## src/rtl/prefetch_queue.sv

```systemverilog
// prefetch_queue: buffers line-aligned prefetch hints from the tile prefetcher and issues them to
// the cache over a valid/ready handshake.
//   - Hints are staged for one cycle, then checked against queued lines and a small FIFO of
//     recently issued lines. A match is discarded as a duplicate, and a hint arriving at a full
//     queue is dropped. The prefetcher is never back-pressured.
//   - Duplicate and drop events are counted by saturating counters.
//   - A register bus controls enable and clears the statistics.
// Ports:
//   clk, rst                    clock, synchronous active-high reset
//   prefetch_valid/addr         hint stream in (always accepted)
//   pf_req_valid/ready/addr     line-aligned request out
//   reg_bus_wvalid/waddr/wdata  register write port
//   drop_count, dedup_count     saturating statistics
//   occupancy                   current queue entries
module prefetch_queue #(
  parameter int unsigned DEPTH                    = 8,
  parameter int unsigned FILTER                   = 4,
  parameter int unsigned LINE_BITS                = 6,
  parameter logic [31:0] PREFETCH_QUEUE_ENABLE    = 32'h0000_0000,
  parameter logic [31:0] PREFETCH_QUEUE_CLR_STATS = 32'h0000_0004,
  localparam int unsigned OCC_W                   = $clog2(DEPTH + 1)
) (
  input  logic             clk,
  input  logic             rst,
  input  logic             prefetch_valid,
  input  logic [63:0]      prefetch_addr,
  output logic             pf_req_valid,
  input  logic             pf_req_ready,
  output logic [63:0]      pf_req_addr,
  input  logic             reg_bus_wvalid,
  input  logic [31:0]      reg_bus_waddr,
  input  logic [31:0]      reg_bus_wdata,
  output logic [31:0]      drop_count,
  output logic [31:0]      dedup_count,
  output logic [OCC_W-1:0] occupancy
);

  localparam int unsigned TW  = 64 - LINE_BITS;
  localparam int unsigned PW  = $clog2(DEPTH);
  localparam int unsigned FPW = (FILTER > 1) ? $clog2(FILTER) : 1;
  localparam logic [FPW-1:0]   FiltLast = FPW'(FILTER - 1);
  localparam logic [OCC_W-1:0] OccFull  = OCC_W'(DEPTH);

  logic              enable_q;
  logic              stage_vld_q;
  logic [TW-1:0]     stage_tag_q;
  logic [TW-1:0]     q_tag_q [DEPTH];
  logic [DEPTH-1:0]  q_vld_q;
  logic [PW-1:0]     head_q, tail_q;
  logic [OCC_W-1:0]  occ_q, occ_d;
  logic [TW-1:0]     f_tag_q [FILTER];
  logic [FILTER-1:0] f_vld_q;
  logic [FPW-1:0]    f_ptr_q;
  logic [31:0]       drop_q, dedup_q;

  logic          en_wr, clr_wr, flush;
  logic          pop, push, full, match, is_dup, is_drop;
  logic [TW-1:0] head_tag;
  logic          unused_bits;

  assign unused_bits = ^{reg_bus_wdata[31:1], prefetch_addr[LINE_BITS-1:0]};

  assign en_wr  = reg_bus_wvalid && (reg_bus_waddr == PREFETCH_QUEUE_ENABLE);
  assign clr_wr = reg_bus_wvalid && (reg_bus_waddr == PREFETCH_QUEUE_CLR_STATS);
  // Disabling flushes all hint state; nothing staged in that cycle is acted on or counted.
  assign flush  = en_wr && !reg_bus_wdata[0];

  assign head_tag     = q_tag_q[head_q];
  assign pf_req_valid = enable_q && (occ_q != '0);
  assign pf_req_addr  = pf_req_valid ? {head_tag, {LINE_BITS{1'b0}}} : 64'h0;
  assign pop          = pf_req_valid && pf_req_ready;
  assign full         = (occ_q == OccFull);

  // The head is still valid while being popped, so it participates in the match.
  always_comb begin
    match = 1'b0;
    for (int i = 0; i < DEPTH; i++) begin
      if (q_vld_q[i] && (q_tag_q[i] == stage_tag_q)) match = 1'b1;
    end
    for (int j = 0; j < FILTER; j++) begin
      if (f_vld_q[j] && (f_tag_q[j] == stage_tag_q)) match = 1'b1;
    end
  end

  assign is_dup  = stage_vld_q && !flush && match;
  assign is_drop = stage_vld_q && !flush && !match && full && !pop;
  assign push    = stage_vld_q && !flush && !match && (!full || pop);

  always_comb begin
    occ_d = occ_q;
    unique case ({push, pop})
      2'b10:   occ_d = occ_q + OCC_W'(1);
      2'b01:   occ_d = occ_q - OCC_W'(1);
      default: occ_d = occ_q;
    endcase
  end

  always_ff @(posedge clk) begin
    if (rst) begin
      enable_q    <= 1'b1;
      stage_vld_q <= 1'b0;
      stage_tag_q <= '0;
      q_vld_q     <= '0;
      head_q      <= '0;
      tail_q      <= '0;
      occ_q       <= '0;
      f_vld_q     <= '0;
      f_ptr_q     <= '0;
      drop_q      <= '0;
      dedup_q     <= '0;
    end else begin
      if (en_wr) enable_q <= reg_bus_wdata[0];
      stage_vld_q <= prefetch_valid && enable_q && !flush;
      if (prefetch_valid) stage_tag_q <= prefetch_addr[63:LINE_BITS];

      if (flush) begin
        q_vld_q <= '0;
        head_q  <= '0;
        tail_q  <= '0;
        occ_q   <= '0;
        f_vld_q <= '0;
        f_ptr_q <= '0;
      end else begin
        // Pop before push: on full+pop+push head equals tail and the slot must stay valid.
        if (pop) begin
          q_vld_q[head_q]  <= 1'b0;
          head_q           <= head_q + PW'(1);
          f_vld_q[f_ptr_q] <= 1'b1;
          f_ptr_q          <= (f_ptr_q == FiltLast) ? '0 : f_ptr_q + FPW'(1);
        end
        if (push) begin
          q_vld_q[tail_q] <= 1'b1;
          tail_q          <= tail_q + PW'(1);
        end
        occ_q <= occ_d;
      end

      // A clear in the same cycle as an increment wins.
      if (clr_wr) begin
        drop_q  <= '0;
        dedup_q <= '0;
      end else begin
        if (is_drop && (drop_q != 32'hFFFF_FFFF)) drop_q <= drop_q + 32'd1;
        if (is_dup && (dedup_q != 32'hFFFF_FFFF)) dedup_q <= dedup_q + 32'd1;
      end
    end
  end

  // Tag storage needs no reset; validity is tracked separately.
  always_ff @(posedge clk) begin
    if (push) q_tag_q[tail_q] <= stage_tag_q;
    if (pop) f_tag_q[f_ptr_q] <= head_tag;
  end

  assign drop_count  = drop_q;
  assign dedup_count = dedup_q;
  assign occupancy   = occ_q;

endmodule

```

## config.mk

```make
export PLATFORM = sky130hd
export DESIGN_NAME = prefetch_queue
export DESIGN_NICKNAME = d
export VERILOG_FILES = /design/src/rtl/prefetch_queue.sv
export SDC_FILE = /design/constraint.sdc
export NUM_CORES = 1
export LEC_CHECK = 0
export ABC_AREA = 0
export CAP_MARGIN = 20
export CORE_UTILIZATION = 45
export CTS_BUF_LIST = sky130_fd_sc_hd__clkbuf_16
export DETAILED_ROUTE_END_ITERATION = 10
export HOLD_SLACK_MARGIN = 0.06
export SLEW_MARGIN = 25
export SYNTH_ARGS = -nofsm -noshare
export SYNTH_HDL_FRONTEND = slang
export SYNTH_SLANG_ARGS = --single-unit
```

## constraint.sdc

```tcl
create_clock -name clk -period 20.8 [get_ports clk]
set_clock_uncertainty 0.2 [all_clocks]
set_input_delay 3.12 -clock clk [delete_from_list [all_inputs] [get_ports clk]]
set_output_delay 3.12 -clock clk [all_outputs]
set_load 0.01 [all_outputs]
```

* Word-level counts from Yosys, hierarchy flattened
Memories as Yosys holds them, arrays and structs flattened. A register that Yosys moved wholly into a read port is not among the register bits.
Cells that the tools add are included.
** Word-level totals
- Register bits :: 148
- Bits in latches :: 0
- Bits in writable memories :: 696
- Bits in read-only memories :: 0
- Input bits :: 133
- Output and inout bits :: 133
- Logic and storage cells :: 121
- Memories kept :: 2
** Cells by class
- $add $sub $neg :: 7
- $mul :: 0
- Div/mod/pow operators :: 0
- Magnitude comparators :: 6
- Equality and inequality tests :: 19
- Shifts and indexed selects :: 0
- Muxes and demuxes :: 31
- Bitwise logic cells :: 4
- Reductions and logical operators :: 41
** Memory list
- q_tag_q :: depth 8, width 58, read ports 9, clocked after Yosys merged registers in 1, write ports 1, line 47 : logic [TW-1:0] q_tag_q [DEPTH];
- f_tag_q :: depth 4, width 58, read ports 4, clocked after Yosys merged registers in 0, write ports 1, line 51 : logic [TW-1:0] f_tag_q [FILTER];
** Operator list (number)
- $eq A58 B58 Y1 :: 12
- $add A32 B1 Y32 const B :: 2
- $mux W64 :: 1
- $ne A32 B32 Y1 const B :: 2
- $eq A32 B3 Y1 const B :: 1
- $logic_not A32 Y1 :: 1
- $mux W8 :: 4
- $logic_and A1 B1 Y1 :: 30
- $mux W1 :: 19
- $and A8 B8 Y8 :: 1
- $lt A3 B4 Y1 const B :: 2
- $not A8 Y8 :: 1
- $or A8 B8 Y8 :: 1
- $pmux W4 S2 :: 1
- $add A3 B1 Y3 const B :: 2
- $demux W1 S3 :: 2
- $ge A3 B1 Y1 const B :: 2
- $mux W3 :: 2
- $logic_not A1 Y1 :: 5
- $add A4 B1 Y4 const B :: 1
- $eq A2 B2 Y1 const B :: 2
- $eq A4 B4 Y1 const B :: 1
- $or A4 B4 Y4 :: 1
- $reduce_bool A4 Y1 :: 1
- 10 further kinds :: 11

* Depth between registers and ports, before layout
Gate-level depths: netlist (run 1).
- Word-level depth :: 19
- Depth in mapped cells :: 17
- Depth with buffers taken out :: 13

* Worst setup path before layout (run 1)
OpenSTA, ideal clock, no wires.
- Path kind :: input to register
- From :: input reg_bus_wvalid
- To :: memory q_tag_q[0][0] (netlist bit), enable pin
- Setup time :: 0.641 ns
- Arrival :: 10.695 ns
- Data required time :: 19.959 ns
- Setup slack :: 9.264 ns
- Cell stages on the path :: 8
- Buffers on the path :: 1
- Cell sequence :: nor4b_1 > nand4_1 > nor4_1 > nand2b_1 > or4_1 > buf_2 > nor2_1 > nor4b_1
** On the way
- Longest elaborated chain between the ends :: 8
** RTL lines
- start: declaration :: line 30 : input logic reg_bus_wvalid,
- $logic_and A1 B1 Y1 :: line 63 : assign en_wr = reg_bus_wvalid && (reg_bus_waddr == PREFETCH_QUEUE_ENABLE);
- $logic_and A1 B1 Y1 :: line 66 : assign flush = en_wr && !reg_bus_wdata[0];
- $logic_not A1 Y1 :: line 87 : assign push = stage_vld_q && !flush && !match && (!full || pop);
- $logic_and A1 B1 Y1 (3 in series) :: line 87
- $mux W1 :: line 151 : if (push) q_tag_q[tail_q] <= stage_tag_q;
- $mux W1 (implied by the code) :: line 151
- end: declaration :: line 47
Every way passes these cells.

==> results of run 1 <==
-- layout make-up --
class | instances | area share [%]
tap | 1265 | 3.16
clock inverter | 78 | 1.33
inverter | 61 | 0.458
clock buffer | 103 | 5.15
timing repair buffer | 316 | 5.88
multi-input combinational | 2270 | 36.2
sequential | 847 | 47.8
antenna | 3 | 0.0150
-- through the flow --
stage | total power, µW | setup slack [ns]
2_1_floorplan | 2850 | 9.26
3_3_place_gp | 3550 | 13.55
3_5_place_dp | 3570 | 13.47
4_1_cts | 5310 | 12.92
5_1_grt | 5430 | 13.11
6_report | 5320 | 13.13
-- power by group --
group	switching [µW]	total [µW]	internal (µW)	leakage (µW)
clock network	724	1760	1040	0.00167
registers	83.0	2100	2020	0.00762
logic	918	1450	537	0.00642
-- worst paths after layout --
| kind | startpoint | to |
|---|---|---|
| hold / removal | drop_count[9] | drop_count[9] |
| setup reg to reg | stage_tag_q[20] | occupancy[3] |
| setup / recovery | register | pf_req_addr[19] |
| hold reg to reg | drop_count[9] | drop_count[9] |
-- routing by layer --
layer	GRT usage [%]	vias up
met1	46.9	16148
met5	0	-
li1	-	13184
met4	30.4	4
met3	6.26	499
met2	63.7	1863
-- state kept, by name, indices dropped and copies added, names as in the netlist, named ones only --
name	count
dedup_count	32
occupancy	4
drop_count	32
head_q	3
tail_q	3
stage_vld_q	1
f_vld_q	4
enable_q	1
q_tag_q	464
f_ptr_q	2
f_tag_q	232
q_vld_q	8
stage_tag_q	58
-- Yosys cell counts, drive strengths merged, types with 18 or more instances --
cell type  count
edfxtp       696
xnor2        500
nand4        300
nand2b       261
dfxtp        151
buf          145
nand2        133
nor2         122
mux4         116
nor4         110
nand3         90
mux2i         71
xor2          70
and2          67
clkbuf        62
inv           61
mux2          58
a21oi         43
or4           37
o2111ai       35
nor3          29
and3          22
o21a          19
o31ai         18
-- logic make-up after synthesis --
| logic type | share of synthesized area [%] |
|---|---|
| buffers and inverters | 3.24 |
| XOR/XNOR | 11.7 |
| AO/OA/AOI/OAI | 3.93 |
| adder cells (fa/ha/maj) | 0.335 |
| flip-flops | 55.3 |
| AND/OR/NAND/NOR | 16.3 |
| other | 0.00867 |
| multiplexers | 9.22 |
-- critical path, cell delays in order, from the launching register on --
cell	delay, ns
dfxtp_4	0.34
buf_6	0.61
buf_4	0.87
mux4_2	0.54
mux2_2	0.47
and2_1	0.22
clkdlybuf4s50_1	0.50
==> flow_metrics.tcl, run 1 <==
set metrics [dict create \
    rsz0062_at_grt "no" \
    setup_viol 0 \
    status "completed" \
    cts_resized 0 \
    holdBufCountCts 0 \
    fin_area_um2 50000 \
    r2r_slack_ns 15.32 \
    post_cts_buffers 0 \
    multi_input_area_um2 18100 \
    ios 266 \
    clk_pin_slew_ns 0.06 \
    worstPathRequired_ns 17.48 \
    fin_cells 4943 \
    fin_util_pct 52.6 \
    cts_tree "yes" \
    wl_met1_um 69800 \
    highest_layer "met5" \
    critical_path_peak_fanout 61 \
    clockBufferDepth 3 \
    n_fill_cell 8079 \
    hold_viol 0 \
    hpwlAfterDp_um 146000 \
    die_x_um 312 \
    register_area_um2 23900 \
    powerDensity_nw_per_um2 106 \
    rows 113 \
    synth_area_leader_cell "edfxtp_1" \
    worstSetupPathType "register to output pin" \
    synth_top_cells_by_area "edfxtp_1 48%, xnor2_1 9.9%, dfxtp_1 7.0%" \
    wl_met3_um 14700 \
    met2_length_um 90900 \
    slew-limit-headroom_pct 18.3 \
    cts_sinks 847 \
    ys_ff_latch 847 \
    cts_inserted_buffers 96 \
    worst_pin_slew_ns 1.21 \
    hold_depth 2 \
    dp_cells 4758 \
    ant_nets 0 \
    cp.arrival_ns 4.35 \
    cap_violations 0 \
    fmax_ghz 0.130 \
    hold_class "register to register" \
    drc 0 \
    avgSynthCellArea_um2 12.8 \
    synth-edff-count 696 \
    clk_latency_ns 0.69 \
    slew_viol_final 0 \
    synth_cells 3380 \
    antenna_found_initial 12 \
    grt_max_degree 90 \
    seq_area_frac_synth_pct 55.3 \
    fin_tns_setup_ns 0 \
    fin_crit_sh_pct 36.9 \
    area_growth_pct 15.6 \
    grt_usage_pct 39.2 \
    die-area_um2 97400 \
    detail_route.wl_per_cell_um 39.2 \
    core_area_um2 95200 \
    wl_um 194000 \
    yosys_warnings 0 \
    htreeDepth 3 \
    end_kind "output pin" \
    drt_iter0_drc 3824 \
    peakVddDrop_mv 0.0965 \
    cts-root-buf "clkbuf_16" \
    portBuffers 222 \
    grt.overflow.total 0 \
    ff2ff_path_depth 14 \
    mostFrequentLayoutCells "696 x edfxtp_1, 491 x xnor2_1, 300 x nand4_1" \
    final_common_cell "edfxtp_1" \
    place_area_um2 46700 \
    p_leak_uw 0.0157 \
    synth.top_cell.area_share_pct 48.3 \
    gp_congestion 1.04 \
    via_count 31698 \
    synthDistinctLibCells 88 \
    layout.nets 3736 \
    die_h_um 312 \
    startpoint_type "register" \
    whs_ns 0.292 \
    drt_pre_antenna_iters 5 \
    post-route-min-period_ns 7.67 \
    routed_via_density 6.41 \
    syn_area_um2 43300 \
    initial_utilization_pct 45.5 \
    ys.flop_type "edfxtp_1" \
    grt_pass1_wl_um 258000 \
    drive_above_1_share_pct 13.8 \
    first_global_vias 30548 \
    synthArstFlopShare_pct 0 \
]
(Power assumes the default switching activity.)
==> run 2, diff against run 1 <==
Clock period 20.8 ns to 7.8 ns, I/O delays scaled along.
==> flow_metrics.tcl, run 2 (synthesis gave the netlist of run 1 again) <==
set metrics [dict create \
    critical_path_peak_fanout 9 \
    hold_class "register to register" \
    clk_latency_ns 0.70 \
    cts-root-buf "clkbuf_16" \
    initial_utilization_pct 45.5 \
    htreeDepth 3 \
    ios 266 \
    post_cts_buffers 0 \
    setup_viol 0 \
    drt_pre_antenna_iters 6 \
    hold_viol 0 \
    finalPower_uw 13900 \
    holdBufCountCts 0 \
    drc 0 \
    layout.nets 3745 \
    critPathTopFamily "simple AND/OR/NAND/NOR gates" \
    ff2ff_path_depth 12 \
    routed_via_density 6.54 \
    portBuffers 222 \
    status "completed" \
    path_cells "xnor2_1 > nand3_1 > or4_1 > o31a_1 > and4_4 > a21o_1 > inv_1 > ha_1 > a21o_1 > a21oi_1 > mux2i_4 > mux2i_1" \
    detail_route.wl_per_cell_um 40.5 \
    cap_violations 0 \
    cts_tree "yes" \
    final_common_cell "edfxtp_1" \
    post-place-ws_ns 2.22 \
    mostFrequentLayoutCells "696 x edfxtp_1, 490 x xnor2_1, 300 x nand4_1" \
    via_count 32372 \
    largest_reg_flops 464 \
    critPathBufInv 1 \
    wl_um 200000 \
    grt.overflow.total 0 \
    slew-limit-headroom_pct 19.6 \
    rsz0062_at_grt "no" \
    dp_cells 4769 \
    place_area_um2 46900 \
    slowest_stage "xnor2_1" \
    p_leak_uw 0.0157 \
    area_growth_pct 15.3 \
    slew_viol_final 0 \
    cpPeakStageDelay_ns 1.03 \
    startpoint "stage_tag_q[32]" \
    rows 113 \
    fin_tns_setup_ns 0 \
    core_area_um2 95200 \
    first_global_vias 31046 \
    post-route-min-period_ns 5.81 \
    worstSetupPathType "register to register" \
    n_fill_cell 8146 \
    r2r_slack_ns 1.99 \
    rr_startpoint "stage_tag_q[32]" \
    top_register "q_tag_q" \
    worstPathRequired_ns 8.21 \
    drive_above_1_share_pct 13.9 \
    grt_usage_pct 40.7 \
    gp_congestion 1.04 \
    powerDensity_nw_per_um2 279 \
    fin_cells 4953 \
    worst_pin_slew_ns 1.20 \
    crit_top_cell "a21o_1" \
    cts_resized 0 \
    cts_sinks 847 \
    fmax_ghz 0.172 \
    hpwlAfterDp_um 153000 \
    hold_depth 2 \
    antenna_found_initial 12 \
    drt_iter0_drc 4428 \
    clk_pin_slew_ns 0.06 \
    clockBufferDepth 3 \
    reg_top3 "q_tag_q: 464 flops, f_tag_q: 232 flops, stage_tag_q: 58 flops" \
    die_h_um 312 \
    die-area_um2 97400 \
    fin_crit_sh_pct 74.4 \
    die_x_um 312 \
    layout_setup_ws_ns 1.99 \
    startpoint_type "register" \
    grt_max_degree 75 \
    hold-path-endpoint "dedup_count[26]" \
    end_kind "register" \
    cp.arrival_ns 6.22 \
    r2r-end "occupancy[3]" \
    peakVddDrop_mv 0.404 \
    ant_nets 0 \
    hold_path_startpoint "dedup_count[26]" \
    grt_pass1_wl_um 267000 \
    cts_inserted_buffers 95 \
    fin_area_um2 49900 \
]
## run 2: cell count changes in the layout (fill, tap and decap cells not counted), moves of 3 or more
cell	delta
buf_4	+10
diode_2	+3
clkinv_1	+4
inv_2	-3
clkbuf_16	-4
inv_1	+6
bufinv_16	-8
dfxtp_2	+5
dfxtp_1	-5
clkinv_4	+3
## run 2: layout make-up
cell class	count	area, µm²	area share [%]
diodes	6	15.0	0.0301
clock buffers	99	2480	4.97
clock inverters	79	472	0.946
inverters	61	229	0.459
multi-input cells	2270	18100	36.3
flip-flops and latches	847	23900	48.0
well taps	1265	1580	3.17
repair buffers	326	3030	6.08
## run 2: worst max path at each step
stage	endpoint	slack (ns)	cells after the start
after floorplan	q_tag_q[6][0]	-1.01	7
after global placement	q_tag_q[2][38]	2.26	12
after detailed placement	q_tag_q[2][48]	2.22	12
after CTS	pf_req_addr[14]	2.19	5
after global routing	occupancy[3]	1.99	14
final	occupancy[3]	1.99	12
## run 2: per-stage QoR
| stage | util (%) | hold slack [ns] |
|---|---|---|
| finish | 52.4 | 0.293 |
| detailed placement | 49.3 | 0.281 |
| CTS | 52.4 | 0.292 |
| global placement | 49.2 | 0.275 |
| floorplan | - | 0.262 |
| global route | 52.4 | 0.316 |
## run 2: worst reg2reg max path: stages, from the launching register on
cell	delay [ns]
dfxtp_1	0.69
xnor2_1	1.04
nand3_1	0.61
or4_1	0.85
o31a_1	0.42
and4_4	0.28
a21o_1	0.30
inv_1	0.15
ha_1	0.26
a21o_1	0.19
a21oi_1	0.26
mux2i_4	0.30
mux2i_1	0.19
## run 2: layer usage
metal | global-route usage, % | vias to the layer above | wire, µm
li1 | - | 13226 | -
met1 | 49.6 | 16627 | 72900
met2 | 65.3 | 2036 | 93000
met3 | 6.92 | 483 | 16400
met4 | 30.3 | 0 | 18200
met5 | 0 | - | 0
## run 2: power breakdown
group,switching [µW],leakage (µW),internal [µW],total (µW)
Clock,1930,0.00155,2420,4350
Sequential,300,0.00762,5390,5690
Combinational,2440,0.00649,1440,3880
